## src/rtl/peripheral_bfm_master_generic_apb4_if.sv

```systemverilog
// rtl/peripheral_bfm_master_generic_apb4_if.sv - single-beat AXI4-Lite-style bus between initiator and slave
interface peripheral_bfm_master_generic_apb4_if;
    logic [3:0]  awid;
    logic [31:0] awadr;
    logic [3:0]  awlen;
    logic [2:0]  awsize;
    logic [1:0]  awburst;
    logic [1:0]  awlock;
    logic [3:0]  awcache;
    logic [2:0]  awprot;
    logic        awvalid;
    logic        awready;

    logic [3:0]  wid;
    logic [31:0] wrdata;
    logic [3:0]  wstrb;
    logic        wlast;
    logic        wvalid;
    logic        wready;

    logic [3:0]  bid;
    logic [1:0]  bresp;
    logic        bvalid;
    logic        bready;

    logic [3:0]  arid;
    logic [31:0] araddr;
    logic [3:0]  arlen;
    logic [2:0]  arsize;
    logic [1:0]  arlock;
    logic [3:0]  arcache;
    logic [2:0]  arprot;
    logic        arvalid;
    logic        arready;

    logic [3:0]  rid;
    logic [31:0] rdata;
    logic [1:0]  rresp;
    logic        rlast;
    logic        rvalid;
    logic        rready;

    modport master (
        output awid, awadr, awlen, awsize, awburst, awlock, awcache, awprot, awvalid,
        input  awready,
        output wid, wrdata, wstrb, wlast, wvalid,
        input  wready,
        input  bid, bresp, bvalid,
        output bready,
        output arid, araddr, arlen, arsize, arlock, arcache, arprot, arvalid,
        input  arready,
        input  rid, rdata, rresp, rlast, rvalid,
        output rready
    );

    modport slave (
        input  awid, awadr, awlen, awsize, awburst, awlock, awcache, awprot, awvalid,
        output awready,
        input  wid, wrdata, wstrb, wlast, wvalid,
        output wready,
        output bid, bresp, bvalid,
        input  bready,
        input  arid, araddr, arlen, arsize, arlock, arcache, arprot, arvalid,
        output arready,
        output rid, rdata, rresp, rlast, rvalid,
        input  rready
    );
endinterface

```

## src/rtl/peripheral_bfm_master_generic_apb4.sv

```systemverilog
// rtl/peripheral_bfm_master_generic_apb4.sv - command-driven single-beat bus initiator with phase timeout
module peripheral_bfm_master_generic_apb4 #(
    parameter logic [3:0]  ID_VALUE = 4'h0,
    parameter int unsigned TIMEOUT  = 256
) (
    input  logic        aclk,
    input  logic        areset,
    input  logic        cmd_valid,
    output logic        cmd_ready,
    input  logic        cmd_write,
    input  logic [31:0] cmd_addr,
    input  logic [31:0] cmd_wdata,
    input  logic [3:0]  cmd_wstrb,
    output logic        rsp_valid,
    input  logic        rsp_ready,
    output logic [31:0] rsp_rdata,
    output logic [1:0]  rsp_resp,
    output logic        rsp_timeout,
    peripheral_bfm_master_generic_apb4_if.master bus
);

    typedef enum logic [2:0] {
        S_IDLE,
        S_WR_REQ,
        S_WR_RESP,
        S_RD_REQ,
        S_RD_DATA,
        S_RSP
    } state_t;

    // Last counter value at which a still-pending phase is abandoned; the
    // counter holds the number of cycles already spent in the phase.
    localparam logic [31:0] TMO_LAST = (TIMEOUT == 0) ? 32'd0 : 32'(TIMEOUT - 1);

    state_t      state;
    logic [31:0] tcnt;
    logic        awvalid_q;
    logic        wvalid_q;
    logic        arvalid_q;
    logic        bready_q;
    logic        rready_q;
    logic [31:0] awadr_q;
    logic [31:0] araddr_q;
    logic [31:0] wrdata_q;
    logic [3:0]  wstrb_q;

    logic        in_phase;
    logic        phase_done;
    logic        tmo_hit;
    logic        tmo_abort;
    logic        unused_inputs;

    // Fixed single-beat attributes
    assign bus.awid    = ID_VALUE;
    assign bus.wid     = ID_VALUE;
    assign bus.arid    = ID_VALUE;
    assign bus.awlen   = 4'h0;
    assign bus.arlen   = 4'h0;
    assign bus.awsize  = 3'b010;
    assign bus.arsize  = 3'b010;
    assign bus.awburst = 2'b01;
    assign bus.awlock  = 2'b00;
    assign bus.arlock  = 2'b00;
    assign bus.awcache = 4'h0;
    assign bus.arcache = 4'h0;
    assign bus.awprot  = 3'h0;
    assign bus.arprot  = 3'h0;

    assign bus.awvalid = awvalid_q;
    assign bus.wvalid  = wvalid_q;
    assign bus.wlast   = wvalid_q;
    assign bus.arvalid = arvalid_q;
    assign bus.bready  = bready_q;
    assign bus.rready  = rready_q;
    assign bus.awadr   = awadr_q;
    assign bus.araddr  = araddr_q;
    assign bus.wrdata  = wrdata_q;
    assign bus.wstrb   = wstrb_q;

    assign unused_inputs = ^{bus.bid, bus.rid, bus.rlast};

    assign tmo_hit   = (TIMEOUT != 0) && (tcnt >= TMO_LAST);
    assign tmo_abort = in_phase & ~phase_done & tmo_hit;

    // Decide whether the current bus phase finishes on this edge
    always_comb begin
        in_phase   = 1'b0;
        phase_done = 1'b0;
        case (state)
            S_WR_REQ: begin
                in_phase   = 1'b1;
                phase_done = (~awvalid_q | bus.awready) & (~wvalid_q | bus.wready);
            end
            S_WR_RESP: begin
                in_phase   = 1'b1;
                phase_done = bus.bvalid;
            end
            S_RD_REQ: begin
                in_phase   = 1'b1;
                phase_done = bus.arready;
            end
            S_RD_DATA: begin
                in_phase   = 1'b1;
                phase_done = bus.rvalid;
            end
            default: begin
                in_phase   = 1'b0;
                phase_done = 1'b0;
            end
        endcase
    end

    // Transaction sequencer with registered bus and response outputs
    always_ff @(posedge aclk or posedge areset) begin
        if (areset) begin
            state       <= S_IDLE;
            tcnt        <= 32'd0;
            cmd_ready   <= 1'b1;
            rsp_valid   <= 1'b0;
            rsp_rdata   <= 32'd0;
            rsp_resp    <= 2'b00;
            rsp_timeout <= 1'b0;
            awvalid_q   <= 1'b0;
            wvalid_q    <= 1'b0;
            arvalid_q   <= 1'b0;
            bready_q    <= 1'b0;
            rready_q    <= 1'b0;
            awadr_q     <= 32'd0;
            araddr_q    <= 32'd0;
            wrdata_q    <= 32'd0;
            wstrb_q     <= 4'h0;
        end else begin
            if (tcnt != '1) begin
                tcnt <= tcnt + 32'd1;
            end

            case (state)
                S_IDLE: begin
                    if (cmd_valid) begin
                        cmd_ready   <= 1'b0;
                        rsp_timeout <= 1'b0;
                        tcnt        <= 32'd0;
                        if (cmd_write) begin
                            awadr_q   <= cmd_addr;
                            wrdata_q  <= cmd_wdata;
                            wstrb_q   <= cmd_wstrb;
                            awvalid_q <= 1'b1;
                            wvalid_q  <= 1'b1;
                            state     <= S_WR_REQ;
                        end else begin
                            araddr_q  <= cmd_addr;
                            arvalid_q <= 1'b1;
                            state     <= S_RD_REQ;
                        end
                    end
                end
                S_WR_REQ: begin
                    if (bus.awready) begin
                        awvalid_q <= 1'b0;
                    end
                    if (bus.wready) begin
                        wvalid_q <= 1'b0;
                    end
                    if (phase_done) begin
                        bready_q <= 1'b1;
                        tcnt     <= 32'd0;
                        state    <= S_WR_RESP;
                    end
                end
                S_WR_RESP: begin
                    if (bus.bvalid) begin
                        bready_q  <= 1'b0;
                        rsp_resp  <= bus.bresp;
                        rsp_rdata <= 32'd0;
                        rsp_valid <= 1'b1;
                        state     <= S_RSP;
                    end
                end
                S_RD_REQ: begin
                    if (bus.arready) begin
                        arvalid_q <= 1'b0;
                        rready_q  <= 1'b1;
                        tcnt      <= 32'd0;
                        state     <= S_RD_DATA;
                    end
                end
                S_RD_DATA: begin
                    if (bus.rvalid) begin
                        rready_q  <= 1'b0;
                        rsp_rdata <= bus.rdata;
                        rsp_resp  <= bus.rresp;
                        rsp_valid <= 1'b1;
                        state     <= S_RSP;
                    end
                end
                S_RSP: begin
                    if (rsp_ready) begin
                        rsp_valid <= 1'b0;
                        cmd_ready <= 1'b1;
                        state     <= S_IDLE;
                    end
                end
                default: begin
                    cmd_ready <= 1'b1;
                    state     <= S_IDLE;
                end
            endcase

            // A stalled phase is abandoned with SLVERR and a timeout flag
            if (tmo_abort) begin
                awvalid_q   <= 1'b0;
                wvalid_q    <= 1'b0;
                arvalid_q   <= 1'b0;
                bready_q    <= 1'b0;
                rready_q    <= 1'b0;
                rsp_timeout <= 1'b1;
                rsp_resp    <= 2'b10;
                rsp_rdata   <= 32'd0;
                rsp_valid   <= 1'b1;
                state       <= S_RSP;
            end
        end
    end

endmodule

```

## src/flat_wrapper.sv

```systemverilog
// flat-port wrapper written by rule: the top's interface ports become plain ports
module peripheral_bfm_master_generic_apb4_flat 
#(
    parameter logic [3:0]  ID_VALUE = 4'h0,
    parameter int unsigned TIMEOUT  = 256
)
  (aclk, areset, cmd_valid, cmd_ready, cmd_write, cmd_addr, cmd_wdata, cmd_wstrb, rsp_valid, rsp_ready, rsp_rdata, rsp_resp, rsp_timeout, bus_awid, bus_awadr, bus_awlen, bus_awsize, bus_awburst, bus_awlock, bus_awcache, bus_awprot, bus_awvalid, bus_awready, bus_wid, bus_wrdata, bus_wstrb, bus_wlast, bus_wvalid, bus_wready, bus_bid, bus_bresp, bus_bvalid, bus_bready, bus_arid, bus_araddr, bus_arlen, bus_arsize, bus_arlock, bus_arcache, bus_arprot, bus_arvalid, bus_arready, bus_rid, bus_rdata, bus_rresp, bus_rlast, bus_rvalid, bus_rready);
  peripheral_bfm_master_generic_apb4_if bus_i ();
  input  logic aclk;
  input  logic areset;
  input  logic cmd_valid;
  output logic cmd_ready;
  input  logic cmd_write;
  input  logic [31:0] cmd_addr;
  input  logic [31:0] cmd_wdata;
  input  logic [3:0] cmd_wstrb;
  output logic rsp_valid;
  input  logic rsp_ready;
  output logic [31:0] rsp_rdata;
  output logic [1:0] rsp_resp;
  output logic rsp_timeout;
  output wire logic [$bits(bus_i.awid)-1:0] bus_awid;
  output wire logic [$bits(bus_i.awadr)-1:0] bus_awadr;
  output wire logic [$bits(bus_i.awlen)-1:0] bus_awlen;
  output wire logic [$bits(bus_i.awsize)-1:0] bus_awsize;
  output wire logic [$bits(bus_i.awburst)-1:0] bus_awburst;
  output wire logic [$bits(bus_i.awlock)-1:0] bus_awlock;
  output wire logic [$bits(bus_i.awcache)-1:0] bus_awcache;
  output wire logic [$bits(bus_i.awprot)-1:0] bus_awprot;
  output wire logic [$bits(bus_i.awvalid)-1:0] bus_awvalid;
  input wire logic [$bits(bus_i.awready)-1:0] bus_awready;
  output wire logic [$bits(bus_i.wid)-1:0] bus_wid;
  output wire logic [$bits(bus_i.wrdata)-1:0] bus_wrdata;
  output wire logic [$bits(bus_i.wstrb)-1:0] bus_wstrb;
  output wire logic [$bits(bus_i.wlast)-1:0] bus_wlast;
  output wire logic [$bits(bus_i.wvalid)-1:0] bus_wvalid;
  input wire logic [$bits(bus_i.wready)-1:0] bus_wready;
  input wire logic [$bits(bus_i.bid)-1:0] bus_bid;
  input wire logic [$bits(bus_i.bresp)-1:0] bus_bresp;
  input wire logic [$bits(bus_i.bvalid)-1:0] bus_bvalid;
  output wire logic [$bits(bus_i.bready)-1:0] bus_bready;
  output wire logic [$bits(bus_i.arid)-1:0] bus_arid;
  output wire logic [$bits(bus_i.araddr)-1:0] bus_araddr;
  output wire logic [$bits(bus_i.arlen)-1:0] bus_arlen;
  output wire logic [$bits(bus_i.arsize)-1:0] bus_arsize;
  output wire logic [$bits(bus_i.arlock)-1:0] bus_arlock;
  output wire logic [$bits(bus_i.arcache)-1:0] bus_arcache;
  output wire logic [$bits(bus_i.arprot)-1:0] bus_arprot;
  output wire logic [$bits(bus_i.arvalid)-1:0] bus_arvalid;
  input wire logic [$bits(bus_i.arready)-1:0] bus_arready;
  input wire logic [$bits(bus_i.rid)-1:0] bus_rid;
  input wire logic [$bits(bus_i.rdata)-1:0] bus_rdata;
  input wire logic [$bits(bus_i.rresp)-1:0] bus_rresp;
  input wire logic [$bits(bus_i.rlast)-1:0] bus_rlast;
  input wire logic [$bits(bus_i.rvalid)-1:0] bus_rvalid;
  output wire logic [$bits(bus_i.rready)-1:0] bus_rready;
  assign bus_awid = bus_i.awid;
  assign bus_awadr = bus_i.awadr;
  assign bus_awlen = bus_i.awlen;
  assign bus_awsize = bus_i.awsize;
  assign bus_awburst = bus_i.awburst;
  assign bus_awlock = bus_i.awlock;
  assign bus_awcache = bus_i.awcache;
  assign bus_awprot = bus_i.awprot;
  assign bus_awvalid = bus_i.awvalid;
  assign bus_i.awready = bus_awready;
  assign bus_wid = bus_i.wid;
  assign bus_wrdata = bus_i.wrdata;
  assign bus_wstrb = bus_i.wstrb;
  assign bus_wlast = bus_i.wlast;
  assign bus_wvalid = bus_i.wvalid;
  assign bus_i.wready = bus_wready;
  assign bus_i.bid = bus_bid;
  assign bus_i.bresp = bus_bresp;
  assign bus_i.bvalid = bus_bvalid;
  assign bus_bready = bus_i.bready;
  assign bus_arid = bus_i.arid;
  assign bus_araddr = bus_i.araddr;
  assign bus_arlen = bus_i.arlen;
  assign bus_arsize = bus_i.arsize;
  assign bus_arlock = bus_i.arlock;
  assign bus_arcache = bus_i.arcache;
  assign bus_arprot = bus_i.arprot;
  assign bus_arvalid = bus_i.arvalid;
  assign bus_i.arready = bus_arready;
  assign bus_i.rid = bus_rid;
  assign bus_i.rdata = bus_rdata;
  assign bus_i.rresp = bus_rresp;
  assign bus_i.rlast = bus_rlast;
  assign bus_i.rvalid = bus_rvalid;
  assign bus_rready = bus_i.rready;
  peripheral_bfm_master_generic_apb4 #(.ID_VALUE(ID_VALUE), .TIMEOUT(TIMEOUT)) u_core (.aclk(aclk), .areset(areset), .cmd_valid(cmd_valid), .cmd_ready(cmd_ready), .cmd_write(cmd_write), .cmd_addr(cmd_addr), .cmd_wdata(cmd_wdata), .cmd_wstrb(cmd_wstrb), .rsp_valid(rsp_valid), .rsp_ready(rsp_ready), .rsp_rdata(rsp_rdata), .rsp_resp(rsp_resp), .rsp_timeout(rsp_timeout), .bus(bus_i));
endmodule
```

## config.mk

```make
export PLATFORM = sky130hd
export DESIGN_NAME = peripheral_bfm_master_generic_apb4_flat
export DESIGN_NICKNAME = d
export VERILOG_FILES = /design/src/rtl/peripheral_bfm_master_generic_apb4_if.sv /design/src/rtl/peripheral_bfm_master_generic_apb4.sv /design/src/flat_wrapper.sv
export SDC_FILE = /design/constraint.sdc
export NUM_CORES = 1
export LEC_CHECK = 0
export CAP_MARGIN = 20
export CELL_PAD_IN_SITES_DETAIL_PLACEMENT = 0
export CELL_PAD_IN_SITES_GLOBAL_PLACEMENT = 1
export CORE_AREA = 2 2 118 234
export CTS_CLUSTER_DIAMETER = 200
export DETAILED_ROUTE_END_ITERATION = 10
export DIE_AREA = 0 0 120 236
export PLACE_DENSITY_LB_ADDON = 0.08
export SETUP_SLACK_MARGIN = 0.02
export SLEW_MARGIN = 0
export SYNTH_ARGS = -nofsm -noshare
export SYNTH_HDL_FRONTEND = slang
export SYNTH_SLANG_ARGS = --single-unit
```

## constraint.sdc

```tcl
create_clock -name aclk -period 5.48 [get_ports aclk]
set_input_delay 0.548 -clock aclk [delete_from_list [all_inputs] [get_ports aclk]]
set_output_delay 0.548 -clock aclk [all_outputs]
set_load 0.02 [all_outputs]
```

==> summary.md <==
| Metric | Value |
|---|---|
| Status | finished, final reports clean |
| P&R area growth vs syn | 42.5% |
| Max IR drop VDD | 0.000283 V |
| Clk_skew | 9.35 ps |
| Sequential cell area fraction in the yosys report | 0.566 |
| Yosys top cell by area | dfrtp_1 |
| Inserted Diodes | 0 |
| Most frequent cells in the layout | 256 x clkdlybuf4s50_1, 176 x dfrtp_1, 102 x mux2_2, 46 x conb_1, 32 x a22o_1 |
| Minimum clock period | 2630 ps |
| Critical path class | flop to flop |
| Final setup fails | 0 |
| Slew at the pin closest to its max-slew limit | 977 ps |
| # IOs | 312 |
| First drt pass iteration count | 4 |
| Slew HR | 0.349 |
| Share of the synthesized area in the top cell type | 0.562 |
| # Post-CTS Setup Buffers | 0 |
| Inst Count DP | 1208 |
| GR Util All Layers | 0.157 |
| Synthesized flop and latch total | 177 |
| Total Power | 6.25 mW |
| Synthesized instance count | 635 |
| Critical path startpoint category | flop |
| Syn avg cell area | 12.3 um^2 |
| DRT iter0 DRCs | 283 |
| Die height | 236 um |
| Max-Cap Viols | 0 |
| Mapped Area | 7830 um^2 |
| DRT Wirelength | 21500 um |
| CP Data Required Time | 5860 ps |
| Via count | 5823 |
| Share of cells above drive strength 1 | 0.168 |
| Routability Congestion | 0.752 |
| Synth cell types | 53 |
| Hold WC Path Type | flop to flop |
| Slew Limit Fails | 0 |
| # H-tree levels | 4 |
| Worst-Skew Late Latency | 450 ps |
| RSZ-0062 raised after global routing | false |
| Final core occ | 0.418 |
| Final ANT Viol Nets | 0 |
| HPWL Detailed | 15000 um |
| Remaining global-route overflow | 0 |
| # clock sinks | 177 |
| CP Capture Type | flop |
| Bufs on Longest Clock Path | 2 |
| Peak Freq | 380 MHz |
| Main synth FF type | dfrtp_1 |
| Worst-path clk slew | 70 ps |
| Post-route DRC violation count | 0 |
| Post_cts resized | 0 |
| Starting Density | 0.293 |
| Pwr dens | 560 nW/um^2 |
| Vias in the first global route | 5980 |
| Async SR Flop Fraction | 1.00 |
| EDFF count, synth | 0 |
| Hold WS | 474 ps |
| Pin count of the biggest net entering global routing | 94 |
| CP max FO | 24 |
| Worst path arrival time | 3010 ps |
| First-pass GRT wire length | 34400 um |
| Hold Fails Final Rpt | 0 |
| TNS Setup | 0 ps |
| Hold buffers post-CTS | 0 |
| TritonCTS clock tree | built |
| Core area | 26700 um^2 |
| P_leak | 4.65 nW |
| WL per Instance | 17.3 um |
| Root Buffer | clkbuf_16 |
| Row Count | 85 |
| Top cells by area, synth | dfrtp_1 56%, mux2_2 15%, buf_4 4.6%, a22o_1 3.6%, a21oi_1 1.5% |
| Final net count | 1004 |
| Via density | 4.69 |
| Non-Filler Instances | 1241 |
| Commonest non-fill, non-tap cell in the layout | clkdlybuf4s50_1 |
| DIE WIDTH | 120 um |
| Buffers on Ports | 256 |
| CTS Buf Count | 17 |
| YS warnings | 0 |
| Initial antenna violation count | 0 |
| Part of the cycle the worst path needs | 0.481 |
| Total die area | 28300 um^2 |
flip-flops by register name (all words and copies together) (netlist names):
signal              flops
u_core.bus.wlast        1
u_core.bus.awadr       32
u_core.state            3
u_core.rsp_resp         2
u_core.tcnt            32
u_core.bus.arvalid      1
u_core.rsp_timeout      1
u_core.bus.bready       1
u_core.bus.araddr      32
u_core.bus.wrdata      32
u_core.cmd_ready        1
u_core.bus.rready       1
u_core.rsp_rdata       32
u_core.rsp_valid        1
u_core.bus.wstrb        4
u_core.bus.awvalid      1
metal layers:
layer	track usage	routed length, um	vias to the layer above
met1	0.203	9230	2885
met5	0	0	-
met2	0.228	9720	224
met3	0.0754	2260	17
li1	-	-	2697
met4	0.0545	305	0
worst max-delay path, stage by stage (launching register included):
cell and delay, ps:
dfrtp_1 460, nor4_1 380, nand4_1 220, nor3_1 590, o22a_1 550, buf_16 230
a22o_1 150
power by group:
| group | switching [mW] | internal (mW) | total [mW] |
|---|---|---|---|
| clock network | 0.553 | 0.648 | 1.20 |
| registers | 0.325 | 1.85 | 2.17 |
| logic | 1.40 | 1.47 | 2.87 |
| total | 2.28 | 3.97 | 6.25 |
cell families (layout without fill, tap and decap cells):
| kind of cell | count (synthesis) | in the layout | synth area share |
|---|---|---|---|
| multiplexers | 106 | 106 | 0.152 |
| buffers and inverters | 87 | 301 | 0.0681 |
| adder cells (fa/ha/maj) | 1 | 1 | 0.00160 |
| AO/OA/AOI/OAI | 109 | 109 | 0.0991 |
| other | 2 | 46 | 0.000959 |
| AND/OR/NAND/NOR | 142 | 142 | 0.100 |
| flip-flops | 177 | 177 | 0.566 |
| XOR/XNOR | 11 | 11 | 0.0123 |
metrics by stage:
stage          area [um^2]  setup WS (ps)
2_1_floorplan         8000            132
3_3_place_gp         10500           2370
3_5_place_dp         10600           2630
4_1_cts              11100           2790
5_1_grt              11200           2620
6_report             11200           2850
Yosys cell counts, drive strengths merged, types with 2 or more instances:
master  count
conb        2
mux2      102
and4        8
nor3b       2
nand2      23
clkbuf     18
nor2       27
mux2i       4
and3        2
xnor2       8
o31ai       4
dfrtp     176
buf        62
a21oi      24
a22o       32
a211oi      7
nand3      15
o21ai      23
inv         7
nor4       11
nor3        4
nand4      13
o211ai      5
or4         6
a221o       2
nor2b       5
or3        17
and2        6
nand2b      2
xor2        3
path summary, 6_finish.rpt:
kind	start	to	slack (ps)	cells after the start
min in group asynchronous	areset	u_core.bus.awadr[13]	610	2
hold / removal	u_core.cmd_ready	u_core.cmd_ready	470	2
hold reg to reg	u_core.cmd_ready	u_core.cmd_ready	470	2
setup reg to reg	u_core.tcnt[8]	u_core.rsp_rdata[21]	2850	6
setup / recovery	u_core.tcnt[8]	u_core.rsp_rdata[21]	2850	6
max in group asynchronous	areset	u_core.bus.awadr[18]	3770	3
final cells by class:
type,instances,area [um^2]
fill,2539,15500
sequential,177,4430
multi-input combinational,415,3040
timing repair buffer,262,2650
clock buffer,20,447
tap,348,435
clock inverter,12,123
inverter,7,31.3
(Power assumes the default switching activity.)
